===== src/rtl/doa_eigen_feeder_pkg.sv =====
// Shared definitions for the DOA eigen feeder: default widths, frame length and FSM states.
package doa_pkg;

  localparam int JACOBI_WIDTH = 32;
  localparam int N            = 4;

  // Frame = N eigenvalues followed by N complex eigenvectors of length N.
  function automatic int frame_words(input int n);
    return n + 2 * n * n;
  endfunction

  localparam int W = frame_words(N);

  typedef enum logic [1:0] {
    S_LOAD,
    S_DRAIN,
    S_ISSUE,
    S_WAIT_DONE
  } feeder_state_e;

endpackage


===== src/rtl/doa_eigen_feeder_if.sv =====
// Eigen stream, captured arrays and DOA search handshake; master = feeder side, slave = its environment.
interface doa_eigen_feeder_if #(
  parameter int JACOBI_WIDTH = doa_pkg::JACOBI_WIDTH,
  parameter int N            = doa_pkg::N
);

  logic                           ieig_valid;
  logic signed [JACOBI_WIDTH-1:0] ieig_data;
  logic                           ieig_last;
  logic                           oeig_ready;
  logic signed [JACOBI_WIDTH-1:0] oeigen_value  [N];
  logic signed [JACOBI_WIDTH-1:0] oeigen_vector [2*N*N];
  logic                           ostart_doa_search;
  logic                           idoa_search_done;
  logic [9:0]                     iazimuth_angle;
  logic [9:0]                     oazimuth_angle;
  logic                           oresult_valid;
  logic                           oframe_err;
  logic                           otimeout;

  modport master (
    input  ieig_valid, ieig_data, ieig_last, idoa_search_done, iazimuth_angle,
    output oeig_ready, oeigen_value, oeigen_vector, ostart_doa_search,
           oazimuth_angle, oresult_valid, oframe_err, otimeout
  );

  modport slave (
    output ieig_valid, ieig_data, ieig_last, idoa_search_done, iazimuth_angle,
    input  oeig_ready, oeigen_value, oeigen_vector, ostart_doa_search,
           oazimuth_angle, oresult_valid, oframe_err, otimeout
  );

endinterface


===== src/rtl/doa_eigen_feeder.sv =====
// Captures one eigen frame into value/vector arrays, kicks the DOA search and waits (bounded) for its result.
module doa_eigen_feeder #(
  parameter int JACOBI_WIDTH   = doa_pkg::JACOBI_WIDTH,
  parameter int N              = doa_pkg::N,
  parameter int TIMEOUT_CYCLES = 65535
) (
  input  logic               iclk,
  input  logic               irst,
  doa_eigen_feeder_if.master bus
);

  import doa_pkg::*;

  localparam int FRAME_W = frame_words(N);
  localparam int CW      = $clog2(FRAME_W);
  localparam int VIW     = (N > 1) ? $clog2(N) : 1;
  localparam int VW      = $clog2(2 * N * N);
  localparam int TW      = $clog2(TIMEOUT_CYCLES + 1);

  localparam logic [CW-1:0] LAST_C   = CW'(FRAME_W - 1);
  localparam logic [TW-1:0] TMO_LAST = TW'(TIMEOUT_CYCLES - 1);

  feeder_state_e state_q, state_d;
  logic [CW-1:0] cnt_q, cnt_d;
  logic [TW-1:0] tmo_q, tmo_d;
  logic [9:0]    az_q, az_d;
  logic          err_q, err_d;
  logic          res_q, res_d;
  logic          tmo_pulse_q, tmo_pulse_d;

  logic signed [JACOBI_WIDTH-1:0] value_q  [N];
  logic signed [JACOBI_WIDTH-1:0] vector_q [2*N*N];

  logic           ready;
  logic           accept;
  logic           store;
  logic [VIW-1:0] val_idx;
  logic [VW-1:0]  vec_idx;

  assign ready  = ((state_q == S_LOAD) || (state_q == S_DRAIN)) && !irst;
  assign accept = bus.ieig_valid && ready;
  assign store  = accept && (state_q == S_LOAD);

  always_comb begin
    val_idx = VIW'(cnt_q);
    vec_idx = VW'(cnt_q - CW'(N));
  end

  always_comb begin
    state_d     = state_q;
    cnt_d       = cnt_q;
    tmo_d       = tmo_q;
    az_d        = az_q;
    err_d       = 1'b0;
    res_d       = 1'b0;
    tmo_pulse_d = 1'b0;
    unique case (state_q)
      S_LOAD: begin
        if (accept) begin
          if (cnt_q == LAST_C) begin
            cnt_d = '0;
            if (bus.ieig_last) begin
              state_d = S_ISSUE;
            end else begin
              err_d   = 1'b1;
              state_d = S_DRAIN;
            end
          end else if (bus.ieig_last) begin
            err_d = 1'b1;
            cnt_d = '0;
          end else begin
            cnt_d = cnt_q + 1'b1;
          end
        end
      end
      S_DRAIN: begin
        if (accept && bus.ieig_last) begin
          state_d = S_LOAD;
          cnt_d   = '0;
        end
      end
      S_ISSUE: begin
        state_d = S_WAIT_DONE;
        tmo_d   = '0;
      end
      S_WAIT_DONE: begin
        // done is tested first so it wins over a coincident timeout
        if (bus.idoa_search_done) begin
          az_d    = bus.iazimuth_angle;
          res_d   = 1'b1;
          state_d = S_LOAD;
          cnt_d   = '0;
        end else begin
          tmo_d = tmo_q + 1'b1;
          if (tmo_q == TMO_LAST) begin
            tmo_pulse_d = 1'b1;
            state_d     = S_LOAD;
            cnt_d       = '0;
          end
        end
      end
      default: state_d = S_LOAD;
    endcase
  end

  always_ff @(posedge iclk) begin
    if (irst) begin
      state_q     <= S_LOAD;
      cnt_q       <= '0;
      tmo_q       <= '0;
      az_q        <= '0;
      err_q       <= 1'b0;
      res_q       <= 1'b0;
      tmo_pulse_q <= 1'b0;
    end else begin
      state_q     <= state_d;
      cnt_q       <= cnt_d;
      tmo_q       <= tmo_d;
      az_q        <= az_d;
      err_q       <= err_d;
      res_q       <= res_d;
      tmo_pulse_q <= tmo_pulse_d;
    end
  end

  always_ff @(posedge iclk) begin
    if (irst) begin
      for (int unsigned i = 0; i < N; i++) value_q[i] <= '0;
      for (int unsigned i = 0; i < 2 * N * N; i++) vector_q[i] <= '0;
    end else if (store) begin
      if (cnt_q < CW'(N)) value_q[val_idx] <= bus.ieig_data;
      else                vector_q[vec_idx] <= bus.ieig_data;
    end
  end

  assign bus.oeig_ready        = ready;
  assign bus.oeigen_value      = value_q;
  assign bus.oeigen_vector     = vector_q;
  assign bus.ostart_doa_search = (state_q == S_ISSUE) && !irst;
  assign bus.oazimuth_angle    = az_q;
  assign bus.oresult_valid     = res_q && !irst;
  assign bus.oframe_err        = err_q && !irst;
  assign bus.otimeout          = tmo_pulse_q && !irst;

endmodule


===== src/flat_wrapper.sv =====
// flat-port wrapper written by rule: the top's interface ports become plain ports
module doa_eigen_feeder_flat import doa_pkg::*;
#(
  parameter int JACOBI_WIDTH   = doa_pkg::JACOBI_WIDTH,
  parameter int N              = doa_pkg::N,
  parameter int TIMEOUT_CYCLES = 65535
)
  (iclk, irst, bus_ieig_valid, bus_ieig_data, bus_ieig_last, bus_idoa_search_done, bus_iazimuth_angle, bus_oeig_ready, bus_oeigen_value, bus_oeigen_vector, bus_ostart_doa_search, bus_oazimuth_angle, bus_oresult_valid, bus_oframe_err, bus_otimeout);
  doa_eigen_feeder_if #(.JACOBI_WIDTH(JACOBI_WIDTH), .N(N)) bus_i ();
  input  logic iclk;
  input  logic irst;
  input wire logic [$bits(bus_i.ieig_valid)-1:0] bus_ieig_valid;
  input wire logic [$bits(bus_i.ieig_data)-1:0] bus_ieig_data;
  input wire logic [$bits(bus_i.ieig_last)-1:0] bus_ieig_last;
  input wire logic [$bits(bus_i.idoa_search_done)-1:0] bus_idoa_search_done;
  input wire logic [$bits(bus_i.iazimuth_angle)-1:0] bus_iazimuth_angle;
  output wire logic [$bits(bus_i.oeig_ready)-1:0] bus_oeig_ready;
  output wire logic [$bits(bus_i.oeigen_value)-1:0] bus_oeigen_value;
  output wire logic [$bits(bus_i.oeigen_vector)-1:0] bus_oeigen_vector;
  output wire logic [$bits(bus_i.ostart_doa_search)-1:0] bus_ostart_doa_search;
  output wire logic [$bits(bus_i.oazimuth_angle)-1:0] bus_oazimuth_angle;
  output wire logic [$bits(bus_i.oresult_valid)-1:0] bus_oresult_valid;
  output wire logic [$bits(bus_i.oframe_err)-1:0] bus_oframe_err;
  output wire logic [$bits(bus_i.otimeout)-1:0] bus_otimeout;
  assign bus_i.ieig_valid = bus_ieig_valid;
  assign bus_i.ieig_data = bus_ieig_data;
  assign bus_i.ieig_last = bus_ieig_last;
  assign bus_i.idoa_search_done = bus_idoa_search_done;
  assign bus_i.iazimuth_angle = bus_iazimuth_angle;
  assign bus_oeig_ready = bus_i.oeig_ready;
  assign bus_oeigen_value = {>>{bus_i.oeigen_value}};
  assign bus_oeigen_vector = {>>{bus_i.oeigen_vector}};
  assign bus_ostart_doa_search = bus_i.ostart_doa_search;
  assign bus_oazimuth_angle = bus_i.oazimuth_angle;
  assign bus_oresult_valid = bus_i.oresult_valid;
  assign bus_oframe_err = bus_i.oframe_err;
  assign bus_otimeout = bus_i.otimeout;
  doa_eigen_feeder #(.JACOBI_WIDTH(JACOBI_WIDTH), .N(N), .TIMEOUT_CYCLES(TIMEOUT_CYCLES)) u_core (.iclk(iclk), .irst(irst), .bus(bus_i));
endmodule

===== config.mk =====
export PLATFORM = sky130hd
export DESIGN_NAME = doa_eigen_feeder_flat
export DESIGN_NICKNAME = d
export VERILOG_FILES = /design/src/rtl/doa_eigen_feeder_pkg.sv /design/src/rtl/doa_eigen_feeder_if.sv /design/src/rtl/doa_eigen_feeder.sv /design/src/flat_wrapper.sv
export SDC_FILE = /design/constraint.sdc
export NUM_CORES = 2
export LEC_CHECK = 0
export BUFFER_PORTS_ARGS = -buffer_cell sky130_fd_sc_hd__buf_2
export CAP_MARGIN = 10
export CORE_AREA = 4 4 476 478
export CTS_CLUSTER_DIAMETER = 120
export DETAILED_ROUTE_END_ITERATION = 10
export DIE_AREA = 0 0 480 482
export GPL_TIMING_DRIVEN = 0
export SYNTH_ARGS = -nofsm -noshare
export SYNTH_HDL_FRONTEND = slang
export SYNTH_SLANG_ARGS = --single-unit

===== constraint.sdc =====
create_clock -name iclk -period 2.7 [get_ports iclk]
set_clock_uncertainty 0.2 [all_clocks]
set_input_delay 0.405 -clock iclk [delete_from_list [all_inputs] [get_ports iclk]]
set_output_delay 0.405 -clock iclk [all_outputs]
set_load 0.1 [all_outputs]

==> flow_metrics.py <==
metrics = {
    "grt": {
        "grt_pass1_wl_mm": 428,
        "globalRouteTotalUtil_pct": 26.9,
        "grt_pass1_vias": 49600,
        "grt_overflow": 0,
        "antenna_found_initial": 61,
        "grt_max_degree": 17,
    },
    "min_path": {
        "min_path_type": "in2reg",
    },
    "job": {
        "maxCapViolCount": 1,
    },
    "clocking": {
        "numCtsBuffers": 140,
        "cts_tree": "done",
        "cts_root_buf": "clkbuf_16",
        "clockBufferDepth": 3,
        "htreeDepth": 4,
        "cts_sinks": 1189,
        "clk_pin_slew_worst_paths_ns": 0.06,
        "clk_latency_ns": 0.80,
    },
    "logic_synthesis": {
        "synth_warnings": 0,
        "syn_nets": 5672,
        "ys_seq_area_share_pct": 52.3,
        "synthFlopType": "dfxtp_1",
        "synth.cell_area_um2": 45500,
        "synth_edf_count": 0,
        "synth_cell_type_count": 48,
        "syn_inst": 5617,
        "synthArstFlopShare_pct": 0,
        "synth.avg_cell_area_um2": 8.11,
        "ys_seq_elements": 1189,
    },
    "worst_setup_path": {
        "max_stage_delay_ns": 1.09,
        "cp-end-kind": "flop",
        "crit_type": "in2reg",
        "cp.required_ns": 3.23,
        "crit_path_max_fanout": 10,
        "critPathLaunchType": "input port",
        "cp_cell_sequence": "dlygate4sd3_1, clkbuf_1, buf_8, buf_1, nand3_1, a21oi_1",
        "cp.arrival_ns": 3.21,
        "cp_slowest_cell": "buf_1",
    },
    "layout": {
        "nets": 7053,
        "syn_to_final_growth_pct": 36.8,
        "fin_util_pct": 28.1,
        "layout-drive-gt1-share_pct": 28.1,
        "final_cell_mix": "buf_2, dfxtp_1, a21oi_1, nand3_1, o21ai_0",
        "layout_commonest_cell": "buf_2",
    },
    "drt": {
        "drcViolationCount": 0,
        "finalWirelength_mm": 329,
        "vias": 52900,
        "ant_nets": 0,
        "drt-initial-drc-count": 6160,
        "drtPass1Iterations": 6,
        "avgRoutedWirePerCell_um": 32.5,
        "via_per_inst": 5.23,
    },
    "die": {
        "ios": 1214,
        "num_rows": 173,
        "die-area_um2": 231000,
        "design.core.area_um2": 222000,
        "start_util_pct": 20.5,
        "die_w_um": 480,
        "die_y_um": 482,
    },
    "timing": {
        "fin_crit_sh_pct": 99.6,
        "whs_ns": 0.0974,
        "slew_violations": 11,
        "max_freq_mhz": 372,
        "rsz0062_at_grt": "true",
        "setup_viol": 0,
        "hold_violations": 0,
        "slew_headroom_pct": -0.823,
        "worst_pin_slew_ns": 1.51,
        "period_needed_ns": 2.69,
    },
    "power": {
        "p_switching_w": 0.0104,
        "swShare_pct": 26.4,
        "ir_worst_vdd_mv": 0.608,
        "clkPwrFrac_pct": 50.1,
        "finalPower_w": 0.0396,
        "leakage_nw": 24.3,
        "power_frac_seq_pct": 44.5,
        "internal_power_w": 0.0291,
        "pwr_density_cell_nw_per_um2": 635,
        "comb_power_share_pct": 5.4,
    },
    "run_status": {
        "violations": "capacitance limit, slew limit",
        "status": "finished with violations",
    },
    "placed_design": {
        "dp_hpwl_mm": 247,
        "place_congestion": 0.935,
        "io_buffers": 1180,
    },
}
[per-stage QoR]
step | setup WS, ns | cells | instance area, um2 | TNS (ns)
6_report | 0.0113 | 10100 | 62300 | 0
4_1_cts | -0.0538 | 10100 | 61700 | -2.19
5_1_grt | -0.0427 | 10100 | 62200 | -0.416
2_1_floorplan | -0.0132 | 5617 | 45500 | -0.0395
3_5_place_dp | -1.47 | 9795 | 55600 | -1118.45
3_3_place_gp | -2.09 | 9772 | 55200 | -1249.25
[layout make-up]
type	instances	area [um2]
multi-input combinational	3665	18500
clock inverter	59	694
clock buffer	191	3970
antenna	31	77.6
tap	2975	3720
fill	24000	160000
sequential	1189	23800
inverter	8	30.0
timing repair buffer	1241	6770
buffer	753	4710
[flip-flops by register name (all words and copies together) (netlist names)]
signal                     count
u_core.bus.oazimuth_angle     10
u_core.bus.oeigen_value      128
u_core.bus.oeigen_vector    1024
u_core.cnt_q                   6
u_core.err_q                   1
u_core.res_q                   1
u_core.state_q                 2
u_core.tmo_pulse_q             1
u_core.tmo_q                  16
[kinds of logic (layout without fill, tap and decap cells)]
logic type	count (synthesis)	count (layout)	synth area share [%]
AO/OA/AOI/OAI	2223	2223	24.6
XOR/XNOR	5	5	0.113
adder cells (fa/ha/maj)	8	8	0.220
buffers and inverters	763	2252	7.63
flip-flops	1189	1189	52.3
multiplexers	4	4	0.0962
other	0	31	0
AND/OR/NAND/NOR	1425	1425	15.1
[worst max-delay path, delay by kind of cell]
kind	cells	cell delay [ns]
compound gates	1	0.20
simple gates	1	0.19
buf+inv	4	2.38
[worst paths after layout]
path | start | endpoint | slack (ns) | cells after the start
max | bus_ieig_data[23] | u_core.bus.oeigen_vector[823] | 0.01 | 6
min | bus_ieig_data[20] | u_core.bus.oeigen_vector[20] | 0.1 | 4
max reg2reg | u_core.cnt_q[1] | u_core.state_q[1] | 0.01 | 7
min reg2reg | u_core.bus.oeigen_value[25] | u_core.bus.oeigen_value[25] | 0.25 | 2
[Yosys cell counts (all sizes together) (2+ instances only)]
master / n / area, um2
and3: 12 / 75.1
o21ai: 1027 / 5140
nand2: 301 / 1130
and2: 2 / 12.5
o211ai: 5 / 37.5
nor3b: 2 / 26.3
dfxtp: 1189 / 23800
a311oi: 5 / 43.8
xor2: 3 / 33.8
nor2b: 6 / 37.5
clkbuf: 500 / 1880
a41oi: 2 / 17.5
and4: 2 / 17.5
ha: 8 / 100
a21oi: 1174 / 5880
nor3: 4 / 20.0
nand3: 1046 / 5260
or4: 2 / 15.0
nor4: 3 / 18.8
nor2: 21 / 78.8
a211oi: 3 / 27.5
buf: 255 / 1570
nand2b: 5 / 31.3
a31oi: 3 / 18.8
mux2: 3 / 33.8
or3: 7 / 43.8
xnor2: 2 / 17.5
nand4: 7 / 43.8
inv: 8 / 30.0
[what timing repair did]
action                     4_1_cts  5_1_grt
cloned                           2        1
pin swaps                        5        4
hold buffers                    21        0
hold endpoints to repair        41        0
setup buffers                    5        5
setup endpoints to repair     1157     1091
gates resized for setup        436      311
[metal layers]
layer	vias to the layer above	GRT usage, %	part of all wire (%)
met3	945	10.4	12
met5	-	0.470	0.030
met4	6	19.7	8.7
met1	25500	31.2	37
li1	22600	-	-
met2	3790	40.1	42
[power groups by stage]
stage / Clock (W) / Sequential (W) / Combinational (W)
global route: 0.0207 / 0.0176 / 0.00212
finish: 0.0198 / 0.0176 / 0.00213
global placement: 0 / 0.0180 / 0.00197
detailed placement: 0 / 0.0180 / 0.00203
CTS: 0.0200 / 0.0176 / 0.00207
floorplan: 0 / 0.0182 / 0.000587
No activity file was read; power rests on OpenSTA's default activity.
